--- src/rtl/kem_phase_seq_pkg.sv ---
// Shared definitions for the ROLLO decapsulation phase sequencer.
//   - M / N       : field extension degree and code length used to size
//                   datapath words (memory data width defaults to 2*M)
//   - ST_*        : 3-bit FSM state encoding of the sequencer
//   - clog2()     : ceiling log2 for parameter-derived widths
package kem_phase_seq_pkg;

    localparam int M = 8;
    localparam int N = 47;

    localparam logic [2:0] ST_IDLE   = 3'd0;
    localparam logic [2:0] ST_LAUNCH = 3'd1;
    localparam logic [2:0] ST_WAIT   = 3'd2;
    localparam logic [2:0] ST_DRAIN  = 3'd3;
    localparam logic [2:0] ST_DONE   = 3'd4;
    localparam logic [2:0] ST_ERR    = 3'd5;

    // Ceiling log2; clog2(1) = 0.
    function automatic int clog2(input int value);
        int result;
        int v;
        result = 0;
        v      = value - 1;
        while (v > 0) begin
            result = result + 1;
            v      = v >> 1;
        end
        return result;
    endfunction

endpackage

--- src/rtl/kem_phase_seq_port_pipe.sv ---
// DEPTH-stage register chain carrying the arbitrated memory port word
// (write enables, addresses and write data of both RAM ports).
//   clk  : clock
//   srst : synchronous active-high clear of every stage
//   din  : word from the phase select mux
//   dout : word delayed by DEPTH cycles
module kem_phase_seq_port_pipe #(
    parameter int WIDTH = 1,
    parameter int DEPTH = 1
) (
    input  logic             clk,
    input  logic             srst,
    input  logic [WIDTH-1:0] din,
    output logic [WIDTH-1:0] dout
);

    genvar gi;
    generate
        for (gi = 0; gi < DEPTH; gi++) begin : g_stage
            logic [WIDTH-1:0] q_reg;
            if (gi == 0) begin : g_head
                always_ff @(posedge clk) begin
                    if (srst) q_reg <= '0;
                    else      q_reg <= din;
                end
            end else begin : g_tail
                always_ff @(posedge clk) begin
                    if (srst) q_reg <= '0;
                    else      q_reg <= g_stage[gi-1].q_reg;
                end
            end
        end
    endgenerate

    assign dout = g_stage[DEPTH-1].q_reg;

endmodule

--- src/rtl/kem_phase_seq.sv ---
// Phase sequencer and shared-memory port arbiter for ROLLO decapsulation.
// Launches enabled sub-engines in index order through start/done pulses,
// drains the memory pipeline between phases, aborts on a per-phase
// watchdog, and routes the active engine's A/B ports onto one RAM.
//   clk, rst_b            : clock, synchronous active-high reset
//   start, mode_mask      : run request (IDLE only) and phase enable bits
//   timeout_lim           : WAIT cycle limit per phase, 0 = no watchdog
//   finish, error, status : end-of-run pulse, sticky timeout, selected phase+1
//   ph_start, ph_done     : per-phase launch / completion pulses
//   ph_addr*/we*/di*      : per-phase RAM port requests, phase i at slot i
//   mem_addr*/we*/di*     : arbitrated RAM ports, DELAY_RD registers deep
module kem_phase_seq
    import kem_phase_seq_pkg::*;
#(
    parameter int NPH      = 4,
    parameter int AW       = 8,
    parameter int DW       = 2 * M,
    parameter int DELAY_RD = 2,
    parameter int TO_W     = 20
) (
    input  logic                         clk,
    input  logic                         rst_b,
    input  logic                         start,
    input  logic [NPH-1:0]               mode_mask,
    input  logic [TO_W-1:0]              timeout_lim,
    output logic                         finish,
    output logic                         error,
    output logic [clog2(NPH+1)-1:0]      status,
    output logic [NPH-1:0]               ph_start,
    input  logic [NPH-1:0]               ph_done,
    input  logic [NPH*AW-1:0]            ph_addra,
    input  logic [NPH*AW-1:0]            ph_addrb,
    input  logic [NPH-1:0]               ph_wea,
    input  logic [NPH-1:0]               ph_web,
    input  logic [NPH*DW-1:0]            ph_dia,
    input  logic [NPH*DW-1:0]            ph_dib,
    output logic [AW-1:0]                mem_addra,
    output logic [AW-1:0]                mem_addrb,
    output logic                         mem_wea,
    output logic                         mem_web,
    output logic [DW-1:0]                mem_dia,
    output logic [DW-1:0]                mem_dib
);

    localparam int IW  = (NPH > 1) ? clog2(NPH) : 1;
    localparam int SW  = clog2(NPH + 1);
    localparam int DCW = clog2(DELAY_RD) + 1;
    localparam int PW  = 2 * AW + 2 * DW + 2;

    logic [2:0]      state_reg, state_next;
    logic [IW-1:0]   cur_reg, cur_next;
    logic [NPH-1:0]  mask_reg, mask_next;
    logic [TO_W-1:0] wd_cnt_reg, wd_cnt_next;
    logic [DCW-1:0]  drain_cnt_reg, drain_cnt_next;
    logic            error_reg, error_next;

    logic [IW-1:0]   first_idx;
    logic [IW-1:0]   next_idx;
    logic            next_found;
    logic            active;
    logic [PW-1:0]   sel_word;
    logic [PW-1:0]   mem_word;

    // Priority encoders: lowest set bit of the incoming mask, and lowest
    // set bit of the latched mask strictly above the current phase.
    // Scanning downward lets the lowest matching index win.
    always_comb begin
        first_idx  = '0;
        next_idx   = '0;
        next_found = 1'b0;
        for (int i = NPH - 1; i >= 0; i--) begin
            if (mode_mask[i]) first_idx = IW'(i);
            if (mask_reg[i] && (IW'(i) > cur_reg)) begin
                next_found = 1'b1;
                next_idx   = IW'(i);
            end
        end
    end

    always_comb begin
        state_next     = state_reg;
        cur_next       = cur_reg;
        mask_next      = mask_reg;
        wd_cnt_next    = wd_cnt_reg;
        drain_cnt_next = drain_cnt_reg;
        error_next     = error_reg;
        case (state_reg)
            ST_IDLE: begin
                if (start) begin
                    mask_next  = mode_mask;
                    error_next = 1'b0;
                    if (|mode_mask) begin
                        state_next = ST_LAUNCH;
                        cur_next   = first_idx;
                    end else begin
                        state_next = ST_DONE;
                    end
                end
            end
            ST_LAUNCH: begin
                wd_cnt_next = '0;
                state_next  = ST_WAIT;
            end
            ST_WAIT: begin
                // Completion wins over a timeout landing in the same cycle.
                if (ph_done[cur_reg]) begin
                    state_next     = ST_DRAIN;
                    drain_cnt_next = '0;
                end else if ((timeout_lim != '0) &&
                             (wd_cnt_reg == timeout_lim - TO_W'(1))) begin
                    state_next = ST_ERR;
                    error_next = 1'b1;
                end else begin
                    wd_cnt_next = wd_cnt_reg + TO_W'(1);
                end
            end
            ST_DRAIN: begin
                // Let the last writes of this phase clear the port pipe
                // before the next engine is launched.
                if (drain_cnt_reg == DCW'(DELAY_RD - 1)) begin
                    if (next_found) begin
                        state_next = ST_LAUNCH;
                        cur_next   = next_idx;
                    end else begin
                        state_next = ST_DONE;
                    end
                end else begin
                    drain_cnt_next = drain_cnt_reg + DCW'(1);
                end
            end
            ST_DONE:  state_next = ST_IDLE;
            ST_ERR:   state_next = ST_IDLE;
            default:  state_next = ST_IDLE;
        endcase
    end

    always_ff @(posedge clk) begin
        if (rst_b) begin
            state_reg     <= ST_IDLE;
            cur_reg       <= '0;
            mask_reg      <= '0;
            wd_cnt_reg    <= '0;
            drain_cnt_reg <= '0;
            error_reg     <= 1'b0;
        end else begin
            state_reg     <= state_next;
            cur_reg       <= cur_next;
            mask_reg      <= mask_next;
            wd_cnt_reg    <= wd_cnt_next;
            drain_cnt_reg <= drain_cnt_next;
            error_reg     <= error_next;
        end
    end

    assign active = (state_reg == ST_LAUNCH) || (state_reg == ST_WAIT) ||
                    (state_reg == ST_DRAIN);
    assign finish = (state_reg == ST_DONE) || (state_reg == ST_ERR);
    assign error  = error_reg;
    assign status = active ? (SW'(cur_reg) + SW'(1)) : '0;

    genvar gi;
    generate
        for (gi = 0; gi < NPH; gi++) begin : g_start
            assign ph_start[gi] = (state_reg == ST_LAUNCH) && (cur_reg == IW'(gi));
        end
    endgenerate

    // Only the selected phase is forwarded; with no phase selected the
    // port word is all zero so nothing can write the RAM.
    always_comb begin
        sel_word = '0;
        if (active) begin
            sel_word = {ph_wea[cur_reg], ph_web[cur_reg],
                        ph_addra[cur_reg*AW +: AW], ph_addrb[cur_reg*AW +: AW],
                        ph_dia[cur_reg*DW +: DW], ph_dib[cur_reg*DW +: DW]};
        end
    end

    kem_phase_seq_port_pipe #(
        .WIDTH (PW),
        .DEPTH (DELAY_RD)
    ) u_port_pipe (
        .clk  (clk),
        .srst (rst_b),
        .din  (sel_word),
        .dout (mem_word)
    );

    assign {mem_wea, mem_web, mem_addra, mem_addrb, mem_dia, mem_dib} = mem_word;

endmodule

--- config.mk ---
export PLATFORM = sky130hd
export DESIGN_NAME = kem_phase_seq
export DESIGN_NICKNAME = d
export VERILOG_FILES = /design/src/rtl/kem_phase_seq_pkg.sv /design/src/rtl/kem_phase_seq_port_pipe.sv /design/src/rtl/kem_phase_seq.sv
export SDC_FILE = /design/constraint.sdc
export NUM_CORES = 1
export LEC_CHECK = 0
export ABC_AREA = 1
export CAP_MARGIN = 15
export CORE_MARGIN = 4
export CORE_UTILIZATION = 45
export CTS_CLUSTER_SIZE = 16
export DETAILED_ROUTE_END_ITERATION = 8
export PLACE_DENSITY = 0.92
export RECOVER_POWER = 25
export SLEW_MARGIN = 5
export SYNTH_ARGS = -nofsm -noshare
export SYNTH_HDL_FRONTEND = slang
export SYNTH_SLANG_ARGS = --single-unit
export TNS_END_PERCENT = 20
--- constraint.sdc ---
create_clock -name clk -period 4.1 [get_ports clk]
set_input_delay 0.82 -clock clk [delete_from_list [all_inputs] [get_ports clk]]
set_output_delay 0.82 -clock clk [all_outputs]
set_load 0.1 [all_outputs]
==> metrics, run 1 <==
status=finished with violations; violated checks=max-capacitance violations, max-slew violations; Antenna Nets Post-Route=0; hold buffer count at cts=0; Initial DRC Count=around 660; fill count=1233; min cycle time layout=3.345 ns; number of CTS-inserted buffers=17; # port buffers=289; Routed WL per cell=around 16 um; RR Startpoint=cur_reg[0]; R2R setup slack=1.43 ns; total number of vias=~7.9k; commonest cells after routing, fill and taps aside=nor2_1 (328), clkdlybuf4s50_1 (282), dfxtp_1 (129); maximum clock path buffer count=2; initial antenna violation count=1; Slew HR=-11.52%; HP Class=reg -> reg; post-route cell area=0.01049 mm^2; Post-Route WL=24.76 mm; share of power burned in registers=28.7%; DRT Pass-1 Iters=5; Final period util=about four fifths; clock skew after layout=0.01483 ns; clock network power share=approximately 28%; Core Area=between 0.015 and 0.02 mm^2; Critical Path Sink Type=primary output; Setup Fix Bufs, Post-CTS=0; Setup TNS Final=0 ns; DP HPWL=18.36 mm; dpl cells=1509; Sink Count=131; largest net degree at the start of global routing=78; cell depth of the worst flop-to-flop path=8; clk_lat worst skew=0.42 ns; Congestion Overflow GR=0; LEAKAGE=4.152 nW; Resized Gates After CTS=0; Die Span X=132.4 um; slowest stage cell, crit path=dfxtp_4; Hold EP=u_port_pipe.dout[8]; Via density=roughly 5.1; Max-Cap Viols=1; flops & latches, synth=about 130; Syn Nets=1326; synth unique cells=35; Synth Cell Area=0.006968 mm^2; H-tree levels=4; vias in the first global route=7677; Hold Crit Start=u_port_pipe.g_stage[0].q_reg[8]; final setup violation count=0; Sw Ratio=42.75%; hold depth=2; max-slew violations=78; fin cells=1541; Clk pin slew, worst setup/hold paths=0.06 ns; Pint=~0.0033 W; total of warnings raised by yosys=0; ratio of cells with drive above 1 in the final layout=between 5 and 6%; row count=45; Synth-to-Final Area Change=50.58%; Top-Level Pins=290; Worst Tran Pin Value=1.673 ns; Gate power share=43.3%; CP Max Fanout=63; achievable frequency=between 200 and 300 MHz; CP startpoint kind=register; NetSw=0.002463 W; Avg Inst Size Synth=6.404 um^2; drt drc=0; sequential fraction of the synthesis area=between 30% and 40%; RSZ-0062 raised after global routing=no; die area=0.01754 mm^2; Critical Path RT=3.28 ns; Peak VDD IR=326.3 uV; Pwr Density=549.2 mW/mm^2; Final #Nets=around 1.6k; most frequent CP cell=buf_4; initial core utilization=45.84%; TritonCTS clock tree=built; global-route wire length before repair=roughly 38 mm; Final Hold Fails=0; Worst EP arrival=between 2 and 3 ns; die height=132.4 um; Placer Congestion=0.9074; slowest stage delay, CP=0.65 ns; Mapped Cells=~1.1k; Hold Slack=about 0.40 ns; Worst Setup Path Type=reg -> out; Tot Pwr=a little under 0.006 W; CP Cell Sequence=buf_4 -> ha_1 -> inv_1 -> nor2_1 -> buf_4; commonest non-fill, non-tap cell in the layout=nor2_1; GRT Total Usage=~28%; clk root buf=clkbuf_16; worst r2r dst=wd_cnt_reg[16]; placed cell areas=0.009864 mm^2
-- worst max path at each step --
stage          cells after the start             end           start
2_1_floorplan                      7     ph_start[0]      cur_reg[0]
3_3_place_gp                      19  wd_cnt_reg[19]  timeout_lim[0]
3_5_place_dp                      19  wd_cnt_reg[19]  timeout_lim[0]
4_1_cts                            5     ph_start[3]      cur_reg[0]
5_1_grt                            5     ph_start[3]      cur_reg[0]
6_report                           5     ph_start[3]      cur_reg[0]
-- cells in the mapped netlist --
master	number	share of area [%]
a211oi_1	1	0.11
a311oi_1	1	0.13
nor3_1	9	0.65
xor2_1	15	1.9
o32ai_1	1	0.13
nand2_2	6	0.54
buf_6	1	0.16
inv_1	108	5.8
nand3_1	49	3.5
a21oi_2	1	0.13
a21oi_1	81	5.8
nand2_4	2	0.32
ha_1	7	1.3
or2_2	3	0.27
nand4_1	9	0.81
buf_2	5	0.36
o21ai_0	110	7.9
inv_2	2	0.11
clkbuf_2	1	0.072
nand3b_1	5	0.54
o21ai_1	1	0.072
buf_1	13	0.70
nand2_1	120	6.5
nor2_4	4	0.65
clkbuf_1	39	2.1
buf_8	2	0.43
dfxtp_1	131	38
nand3_2	1	0.14
a32oi_1	1	0.13
nor2_1	328	18
nor3b_1	1	0.11
o21bai_1	1	0.11
xnor2_1	19	2.4
nor2_2	8	0.72
nor4_1	2	0.18
-- power groups by stage --
stage,sequential [W],combinational (W),clock (W)
finish,0.00165,0.00249,0.00161
global route,0.00168,0.00269,0.00169
CTS,0.00165,0.00249,0.00163
detailed placement,0.00168,0.00247,0
global placement,0.00166,0.00244,0
floorplan,0.00217,0.00124,0
-- cell families after synthesis --
| family | count (synthesis) | synth area share (%) |
|---|---|---|
| buffers and inverters | 171 | 9.750 |
| AO/OA/AOI/OAI | 198 | 14.51 |
| AND/OR/NAND/NOR | 547 | 32.57 |
| XOR/XNOR | 34 | 4.274 |
| adder cells (fa/ha/maj) | 7 | 1.257 |
| flip-flops | 131 | 37.64 |
-- layer usage --
layer  vias up  wire, um  GRT usage, %
met1      3584      9600         30.81
met2       343     12300         48.24
met4         0       639         9.411
li1       3915         -             -
met5         -         0             0
met3        45      2221         10.11
-- per-stage QoR --
step	utilization, %	worst slack, ns
final	69.02	0.7553
after global routing	69.02	0.6166
after CTS	69.02	0.7217
after detailed placement	64.89	0.6298
after global placement	64.89	0.7290
after floorplan	-	0.7180
-- layout make-up --
cell class / instances / area [um^2] / area share, %
Tap cell: 188 / 235.2 / 2.242
Sequential cell: 131 / 2628 / 25.04
Timing Repair Buffer: 294 / 2920 / 27.83
Clock buffer: 19 / 454.2 / 4.329
Clock inverter: 12 / 173.9 / 1.658
Inverter: 110 / 412.9 / 3.935
Antenna cell: 1 / 2.502 / 0.02385
Multi-Input combinational cell: 786 / 3666 / 34.94
-- critical path: cells and delay by family, from the launching register on --
family / cells / cell delay, ns
buffers and inverters: 3 / 1.03
and+or+nand+nor: 1 / 0.12
DFF: 1 / 0.65
adders and majority gates: 1 / 0.29
Power figures use the tool's default switching activity.
==> run 2, diff against run 1 <==
--- a/config.mk
+++ b/config.mk
@@ -8,10 +8,10 @@
 export ABC_AREA = 1
 export CAP_MARGIN = 15
 export CORE_MARGIN = 4
-export CORE_UTILIZATION = 45
+export CORE_UTILIZATION = 44
 export CTS_CLUSTER_SIZE = 16
 export DETAILED_ROUTE_END_ITERATION = 8
-export PLACE_DENSITY = 0.92
+export PLACE_DENSITY = 0.9
 export RECOVER_POWER = 25
 export SLEW_MARGIN = 5
 export SYNTH_ARGS = -nofsm -noshare
==> constraint.sdc (replaced) <==
create_clock -name clk -period 3.45 [get_ports clk]
set_input_delay 0.69 -clock clk [delete_from_list [all_inputs] [get_ports clk]]
set_output_delay 0.69 -clock clk [all_outputs]
set_load 0.1 [all_outputs]
==> metrics, run 2 (synthesis gave the netlist of run 1 again) <==
Setup Fix Bufs, Post-CTS=0 (unchanged); Pwr Density=666.9 mW/mm^2 (was 549.2 mW/mm^2); Die Span X=133.8 um (was 132.4 um); vias in the first global route=7374 (was 7677); CP startpoint kind=input port (was register); drt drc=0 (unchanged); CP Cell Sequence=clkdlybuf4s50_1 -> inv_1 -> ha_1 -> nand2_1 -> nor2_1 -> nand2_1 -> o21bai_1 -> nand2_1 -> nor2_1 -> nand3_1 -> nor2_2 -> nand2_2 -> nand2_4 -> nand2_4 -> nand2_1 -> a21oi_1 (was buf_4 -> ha_1 -> inv_1 -> nor2_1 -> buf_4); fill count=1228 (was 1233); NetSw=0.002933 W (was 0.002463 W); final setup violation count=0 (unchanged); Worst Setup Path Type=in -> reg (was reg -> out); Final Hold Fails=0 (unchanged); clock network power share=29.7% (was 28.0%); slowest stage cell, crit path=clkdlybuf4s50_1 (was dfxtp_4); Sink Count=131 (unchanged); Congestion Overflow GR=0 (unchanged); commonest cells after routing, fill and taps aside=nor2_1 (328), clkdlybuf4s50_1 (253), dfxtp_1 (129) (was nor2_1 (328), clkdlybuf4s50_1 (282), dfxtp_1 (129)); min cycle time layout=2.871 ns; Final period util=roughly 83%; Pint=0.004126 W (was 0.003300 W); Sw Ratio=41.55% (was 42.75%); # port buffers=289 (unchanged); die area=0.01791 mm^2 (was 0.01754 mm^2); violated checks=max-capacitance violations, max-slew violations (unchanged); commonest non-fill, non-tap cell in the layout=nor2_1 (unchanged); final worst setup slack=0.5791 ns (was 0.7553 ns); GRT Total Usage=26.35% (was 27.51%); Slew HR=-13.10% (was -11.52%); Placer Congestion=0.8928 (was 0.9074); Worst EP arrival=3.08 ns (was 2.52 ns); share of power burned in registers=27.7% (was 28.7%); Critical Path RT=3.66 ns (was 3.28 ns); number of CTS-inserted buffers=17 (unchanged); dpl cells=1534 (was 1509); Post-Route WL=24.33 mm (was 24.76 mm); Gate power share=42.6% (was 43.3%); Routed WL per cell=15.54 um (was 16.07 um); Place WS=0.2239 ns (was 0.6298 ns); ratio of cells with drive above 1 in the final layout=7.675% (was 5.325%); slowest stage delay, CP=0.44 ns (was 0.65 ns); H-tree levels=4 (unchanged); Resized Gates After CTS=0 (unchanged); TritonCTS clock tree=built (unchanged); Core Area=0.01537 mm^2 (was 0.01520 mm^2); clk_lat worst skew=0.42 ns (about the same); Critical Path Sink Type=register (was primary output); CP Max Fanout=19 (was 63); Antenna diodes=0 (was 1); status=finished with violations (unchanged); global-route wire length before repair=37.38 mm (was 38.45 mm); clock skew after layout=0.008876 ns (was 0.01483 ns); Via density=5.003 (was 5.118); most frequent CP cell=nand2_1 (was buf_4); max-slew violations=78 (unchanged); Setup TNS Final=0 ns (unchanged); Peak VDD IR=412.4 uV (was 326.3 uV); LEAKAGE=4.256 nW (was 4.152 nW); initial antenna violation count=0 (was 1); maximum clock path buffer count=2 (unchanged); fin cells=1566 (was 1541); row count=45 (unchanged); HP Class=reg -> reg (unchanged); Tot Pwr=0.007058 W (was 0.005763 W); hold buffer count at cts=0 (unchanged); DRT Pass-1 Iters=5 (unchanged); Initial DRC Count=542 (was 661); RSZ-0062 raised after global routing=no (unchanged); initial core utilization=45.33% (was 45.84%); Antenna Nets Post-Route=0 (unchanged); total number of vias=7835 (was 7887); die height=133.8 um (was 132.4 um); largest net degree at the start of global routing=99 (was 78); Worst Tran Pin Value=1.697 ns (was 1.673 ns); Top-Level Pins=290 (unchanged); Max-Cap Viols=1 (unchanged); Synth-to-Final Area Change=51.89% (was 50.58%); DP HPWL=18.39 mm (was 18.36 mm); Final #Nets=1580 (was 1578); achievable frequency=roughly 350 MHz; Clk pin slew, worst setup/hold paths=0.06 ns (about the same); clk root buf=clkbuf_16 (unchanged)
## run 2: cell count changes in the layout (fill, tap and decap cells not counted), sizes merged
cell           change
clkinv             -2
diode              -1
clkbuf             +3
clkinvlp           +1
buf               +30
bufinv             +2
clkdlybuf4s50     -29
inv                -2
## run 2: layer usage
metal	vias up	wire length, um	part of all wire, %	GRT usage [%]
met4	0	600	2.5	8.914
met2	334	12020	49	46.01
met5	-	0	0	0
met1	3523	9591	39	31.20
li1	3930	-	-	-
met3	48	2115	8.7	7.314
## run 2: metrics by stage
step	hold WS [ns]	cell area (um^2)	utilization, %
2_1_floorplan	0.3883	6968	-
3_3_place_gp	0.3884	9886	64.31
3_5_place_dp	0.3940	9886	64.31
4_1_cts	0.3991	10590	68.88
5_1_grt	0.4060	10580	68.86
6_report	0.4004	10580	68.86
## run 2: cell type report
type | count | area, um^2 | area share (%)
multi-input combinational | 786 | 3666 | 34.64
timing repair buffer | 296 | 2912 | 27.51
sequential | 131 | 2628 | 24.83
clock buffer | 21 | 480.5 | 4.540
inverter | 110 | 412.9 | 3.901
tap | 211 | 264.0 | 2.494
clock inverter | 11 | 221.5 | 2.092
## run 2: worst max-delay path, delay by kind of cell
| kind | cells | cell delay (ns) |
|---|---|---|
| AOI/OAI and AO/OA | 2 | 0.22 |
| adders and majority gates | 1 | 0.24 |
| buffers and inverters | 2 | 0.55 |
| and+or+nand+nor | 11 | 1.37 |
## run 2: final timing paths
| kind | from | end | slack (ns) | depth (start not counted) |
|---|---|---|---|---|
| max | timeout_lim[0] | wd_cnt_reg[9] | 0.58 | 16 |
| min | u_port_pipe.g_stage[0].q_reg[6] | u_port_pipe.dout[6] | 0.40 | 2 |
| max reg2reg | cur_reg[1] | wd_cnt_reg[9] | 1.17 | 7 |
| min reg2reg | u_port_pipe.g_stage[0].q_reg[6] | u_port_pipe.dout[6] | 0.40 | 2 |
## run 2: power groups by stage
| stage | Clock, W | Sequential (W) | Combinational (W) |
|---|---|---|---|
| floorplan | 0 | 0.00258 | 0.00148 |
| global placement | 0 | 0.00197 | 0.00294 |
| detailed placement | 0 | 0.00198 | 0.00297 |
| CTS | 0.00212 | 0.00195 | 0.00300 |
| global route | 0.00219 | 0.00198 | 0.00324 |
| finish | 0.00210 | 0.00195 | 0.00301 |
==> run 3, diff against run 2 <==
--- a/config.mk
+++ b/config.mk
@@ -8,10 +8,10 @@
 export ABC_AREA = 1
 export CAP_MARGIN = 15
 export CORE_MARGIN = 4
-export CORE_UTILIZATION = 44
+export CORE_UTILIZATION = 39
 export CTS_CLUSTER_SIZE = 16
 export DETAILED_ROUTE_END_ITERATION = 8
-export PLACE_DENSITY = 0.9
+export PLACE_DENSITY = 0.85
 export RECOVER_POWER = 25
 export SLEW_MARGIN = 5
 export SYNTH_ARGS = -nofsm -noshare
==> constraint.sdc (replaced) <==
create_clock -name clk -period 2.43 [get_ports clk]
set_input_delay 0.486 -clock clk [delete_from_list [all_inputs] [get_ports clk]]
set_output_delay 0.486 -clock clk [all_outputs]
set_load 0.1 [all_outputs]
==> metrics, run 3 (synthesis gave the netlist of run 1 again) <==
critical path's top delay family=compound AO/OA/AOI/OAI gates (was simple AND/OR/NAND/NOR gates); commonest non-fill, non-tap cell in the layout=nor2_1 (unchanged); commonest cells after routing, fill and taps aside=nor2_1 (319), clkdlybuf4s50_1 (219), dfxtp_1 (129) (was nor2_1 (328), clkdlybuf4s50_1 (253), dfxtp_1 (129)); # port buffers=289 (unchanged); Final #Nets=1617 (was 1580); Worst EP arrival=1.78 ns (was 3.08 ns); final setup violation count=0 (unchanged); Antenna Nets Post-Route=0 (unchanged); HP Class=reg -> reg (unchanged); Core Area=0.01742 mm^2 (was 0.01537 mm^2); CP startpoint kind=register (was input port); Congestion Overflow GR=0 (unchanged); Critical Path Sink Type=primary output (was register); min cycle time layout=2.266 ns; Via density=4.946 (was 5.003); cell depth of the worst flop-to-flop path=15 (was 7); global-route wire length before repair=36.76 mm (was 37.38 mm); NetSw=0.004250 W (was 0.002933 W); achievable frequency=441.4 MHz; clock skew after layout=0.01067 ns (was 0.008876 ns); GR Util met2=39.87% (was 46.01%); Hold Crit Start=u_port_pipe.g_stage[0].q_reg[41] (was u_port_pipe.g_stage[0].q_reg[6]); final core occ=62.90% (was 68.86%); die area=0.02007 mm^2 (was 0.01791 mm^2); total number of vias=7997 (was 7835); CP Max Fanout=5 (was 19); GRT Total Usage=23.06% (was 26.35%); Gate power share=44.8% (was 42.6%); CP Cell Sequence=o21ai_0 -> nor2_1 -> buf_12 (was clkdlybuf4s50_1 -> inv_1 -> ha_1 -> nand2_1 -> nor2_1 -> nand2_1 -> o21bai_1 -> nand2_1 -> nor2_1 -> nand3_1 -> nor2_2 -> nand2_2 -> nand2_4 -> nand2_4 -> nand2_1 -> a21oi_1); status=finished clean (was finished with violations); Pwr Density=915.6 mW/mm^2 (was 666.9 mW/mm^2); TritonCTS clock tree=built (unchanged); placed cell areas=0.01018 mm^2 (was 0.009886 mm^2); Sink Count=131 (unchanged); launch point of the worst path=state_reg[1] (was timeout_lim[0]); slowest stage cell, crit path=o21ai_0 (was clkdlybuf4s50_1); Setup TNS Final=0 ns (unchanged); clk root buf=clkbuf_16 (unchanged); maximum clock path buffer count=2 (unchanged); Peak VDD IR=681.0 uV (was 412.4 uV); largest net degree at the start of global routing=98 (was 99); Tot Pwr=0.01003 W (was 0.007058 W); R2R setup slack=0.37 ns (was 1.17 ns); LEAKAGE=4.593 nW (was 4.256 nW); Initial DRC Count=484 (was 542); RR Startpoint=wd_cnt_reg[0] (was cur_reg[1]); worst r2r dst=wd_cnt_reg[17] (was wd_cnt_reg[9]); Pint=0.005779 W (was 0.004126 W); Worst Setup Path Type=reg -> out (was in -> reg); max-slew violations=0 (was 78); H-tree levels=4 (unchanged); Final period util=93.24%; share of power burned in registers=27.4% (was 27.7%); Placer Congestion=0.9135 (was 0.8928); Critical Path RT=1.94 ns (was 3.66 ns); Antenna diodes=0 (unchanged); Sw Ratio=42.38% (was 41.55%); Slew HR=14.04% (was -13.10%); Post-Route WL=24.44 mm (was 24.33 mm); initial antenna violation count=0 (unchanged); met3 usage=8.123% (was 7.314%); clk_lat worst skew=0.41 ns (was 0.42 ns); number of CTS-inserted buffers=17 (unchanged); clock network power share=27.7% (was 29.7%); Synth-to-Final Area Change=57.21% (was 51.89%); drt drc=0 (unchanged); Clk pin slew, worst setup/hold paths=0.06 ns (about the same); initial core utilization=40.01% (was 45.33%); die height=141.7 um (was 133.8 um); hold depth=2 (unchanged); ratio of cells with drive above 1 in the final layout=12.86% (was 7.675%); WP buf/inv=1 (was 2); Final Hold Fails=0 (unchanged); Die Span X=141.7 um (was 133.8 um); Max-Cap Viols=0 (was 1); post-route cell area=0.01095 mm^2 (was 0.01058 mm^2); GR peak layer=met2 (unchanged); slowest stage delay, CP=0.63 ns (was 0.44 ns); row count=48 (was 45); vias in the first global route=7448 (was 7374); DP HPWL=18.28 mm (was 18.39 mm); Top-Level Pins=290 (unchanged); Hold EP=u_port_pipe.dout[41] (was u_port_pipe.dout[6]); Routed WL per cell=15.12 um (was 15.54 um); DRT Pass-1 Iters=5 (unchanged); met1 Use GR=26.67% (was 31.20%); Worst Tran Pin Value=1.289 ns (was 1.697 ns)
## run 3: worst max-delay path by stage
stage | endpoint | slack, ns | cells past startpoint
after floorplan | status[0] | -0.19 | 4
after global placement | wd_cnt_reg[17] | -0.37 | 16
after detailed placement | wd_cnt_reg[18] | -0.44 | 16
after CTS | wd_cnt_reg[18] | 0.02 | 15
after global routing | wd_cnt_reg[17] | -0.002 | 15
final | status[0] | 0.16 | 3
## run 3: per-stage QoR
step / cells / setup WS (ns) / hold WS, ns
floorplan: 1088 / -0.1857 / 0.3883
global placement: 1582 / -0.3675 / 0.3890
detailed placement: 1582 / -0.4376 / 0.3920
CTS: 1614 / 0.01635 / 0.3998
global route: 1617 / -0.001571 / 0.4154
finish: 1617 / 0.1642 / 0.3970
## run 3: timing repair
action                                  in CTS  in global routing
pin swaps                                    0                 10
cloned                                       0                  2
resized for setup                            1                 24
hold endpoints to repair                     0                  0
hold buffers                                 0                  0
endpoints found under the setup margin      16                 24
buffers inserted                             0                  1
## run 3: cell type report
class / count / area [um^2]
Fill cell: 1487 / 6462
Sequential cell: 131 / 2628
Timing Repair Buffer: 333 / 3251
Clock buffer: 19 / 454.2
Inverter: 110 / 412.9
Multi-Input combinational cell: 786 / 3734
Tap cell: 225 / 281.5
Clock inverter: 13 / 193.9
## run 3: worst reg2reg max path, stage by stage (launching register included)
cell and delay, ns:
dfxtp_1 0.49, nor2_1 0.09, nor2_1 0.12, nand2_1 0.06
nor2_1 0.10, nand2_1 0.06, nor2_1 0.08, nand2_1 0.05
nor2_1 0.09, nand2_1 0.07, nor2_2 0.13, nand2_2 0.11
nand2_8 0.13, clkbuf_16 0.16, nand3_1 0.10, a21oi_2 0.15
## run 3: power by group through the flow
stage	clock network [W]	registers, W	logic, W
floorplan	0	0.00366	0.00211
global placement	0	0.00278	0.00435
detailed placement	0	0.00279	0.00441
CTS	0.00282	0.00275	0.00444
global route	0.00292	0.00280	0.00484
finish	0.00278	0.00275	0.00450
## run 3: per-layer routing
| layer | part of all wire, % | up-vias |
|---|---|---|
| met4 | 2.6 | 0 |
| met1 | 38 | 3638 |
| met2 | 50 | 318 |
| met5 | 0 | - |
| met3 | 9.0 | 45 |
| li1 | - | 3996 |
==> RTL edit, RTL diff (flow settings as in run 2) <==
`AW`: 8 -> 9.
--- a/src/rtl/kem_phase_seq.sv
+++ b/src/rtl/kem_phase_seq.sv
@@ -13,7 +13,7 @@
     import kem_phase_seq_pkg::*;
 #(
     parameter int NPH      = 4,
-    parameter int AW       = 8,
+    parameter int AW       = 9,
     parameter int DW       = 2 * M,
     parameter int DELAY_RD = 2,
     parameter int TO_W     = 20
Interface: changed (resized mem_addra, mem_addrb, ph_addra and ph_addrb); port bits go from 290 to 300. The function was not compared with the original's and may differ.
==> RTL edit against run 2 <==
  * Maximum frequency increased by 0.57%
  * Global-route usage rose by 0.85 points
  * Setup slack better by 0.016 ns
  * Critical endpoint is now wd_cnt_reg[19]
  * Sequential cell count grew 4
  * Power down 4.5%
  * Largest cell class unchanged
  * Via count up 5.2%
  * Sequential share of layout area up 0.16 points
  * Synthesized area grew 4.0%
  * Design area up 2.4%
  * Hold slack got worse by 0.0016 ns
  * Synthesized cell count is 5.5% higher
  * Combinational power shrank 2%
  * The flow still finishes with violations (capacitance limit, slew limit)
  * Wire length rose by 6.6%
==> RTL edit: results <==
group,metric,value,unit
global_routing,antenna_found_initial,1,
synthesis,synth_compound_gate_area_share,0.144,
cells_and_area,final.fill_count,1371,
cells_and_area,nNonClkInverters,117,
cells_and_area,clock_cell_area_share,0.0532,
drt,met2_wire_length,13200,um
cells_and_area,seq-cell-share,0.250,
flow_run,max_cap_viol_count,1,
run_status,violated_checks,"capacitance limit, slew limit",
pwr,leakage_power,4.38,nW
synthesis,synth_adder_area_share,0.0121,
sta,worst_clock_skew,0.00962,ns
sta,slew_violations,79,
global_routing,largest_net_degree_at_the_start_of_global_routing,104,
cells_and_area,final_nets,1656,
drt,dr_wl_met3,1950,um
synthesis,synth.yosys.seq_area_share,0.373,
run_status,status,"complete, but fails checks",
placement,port_buffers,299,
pwr,sequentialPower,2.02,mW
synthesis,post_synth_most_frequent_cells,"sky130_fd_sc_hd__nor2_1, sky130_fd_sc_hd__nand2_1, sky130_fd_sc_hd__dfxtp_1",
worst_setup_path,r2r_setup_slack,1.06,ns
drt,routedWlPerCell,15.8,um
hold_path,hp-start,"u_port_pipe.g_stage[0].q_reg[34]",
drt,initialDrtViolationCount,506,
synthesis,post_synth_inst_count,1148,
drt,avgViaCountPerCell,5.02,
global_routing,first_pass_grt_wire_length,39400,um
placement,place_ws,0.204,ns
placement,post_placement_cell_area,0.0103,mm2
global_routing,globalRouteTotalUtil,0.272,
placement,hpwlAfterDp,19600,um
synthesis,ys_top_cells_by_area,"sky130_fd_sc_hd__dfxtp_1, sky130_fd_sc_hd__nor2_1, sky130_fd_sc_hd__o21ai_0, sky130_fd_sc_hd__nand2_1, sky130_fd_sc_hd__inv_1",
synthesis,synth_xor_area_frac,0.0363,
pwr,vdd_ir_drop_max,0.447,mV
sta,worst_pin_slew,1.66,ns
cells_and_area,nClkBuffers,18,
placement,globalplace.congestion,0.950,
worst_setup_path,regToRegEndpoint,"wd_cnt_reg[19]",
global_routing,globalRouteMet2Util,0.482,
global_routing,groute.layer.met1.usage,0.300,
cells_and_area,layout.buffer.nonclock.area_share,0.277,
global_routing,grt_pass1_vias,7887,
[RTL edit: cell count changes in the layout (fill, tap and decap cells not counted), sizes merged, moves of 5 or more]
cell | before | now
inv | 111 | 125
clkdlybuf4s50 | 253 | 262
nand2 | 128 | 154
xnor2 | 19 | 12
nor2 | 340 | 355
bufinv | 6 | 1
[RTL edit: worst max path at each step]
stage | from | endpoint | slack (ns) | depth (start not counted)
finish | timeout_lim[0] | wd_cnt_reg[19] | 0.60 | 16
global route | timeout_lim[0] | wd_cnt_reg[17] | 0.30 | 16
CTS | timeout_lim[0] | wd_cnt_reg[17] | 0.65 | 16
detailed placement | timeout_lim[0] | wd_cnt_reg[19] | 0.20 | 16
global placement | timeout_lim[0] | wd_cnt_reg[13] | 0.28 | 16
floorplan | cur_reg[1] | ph_start[0] | 0.1 | 7
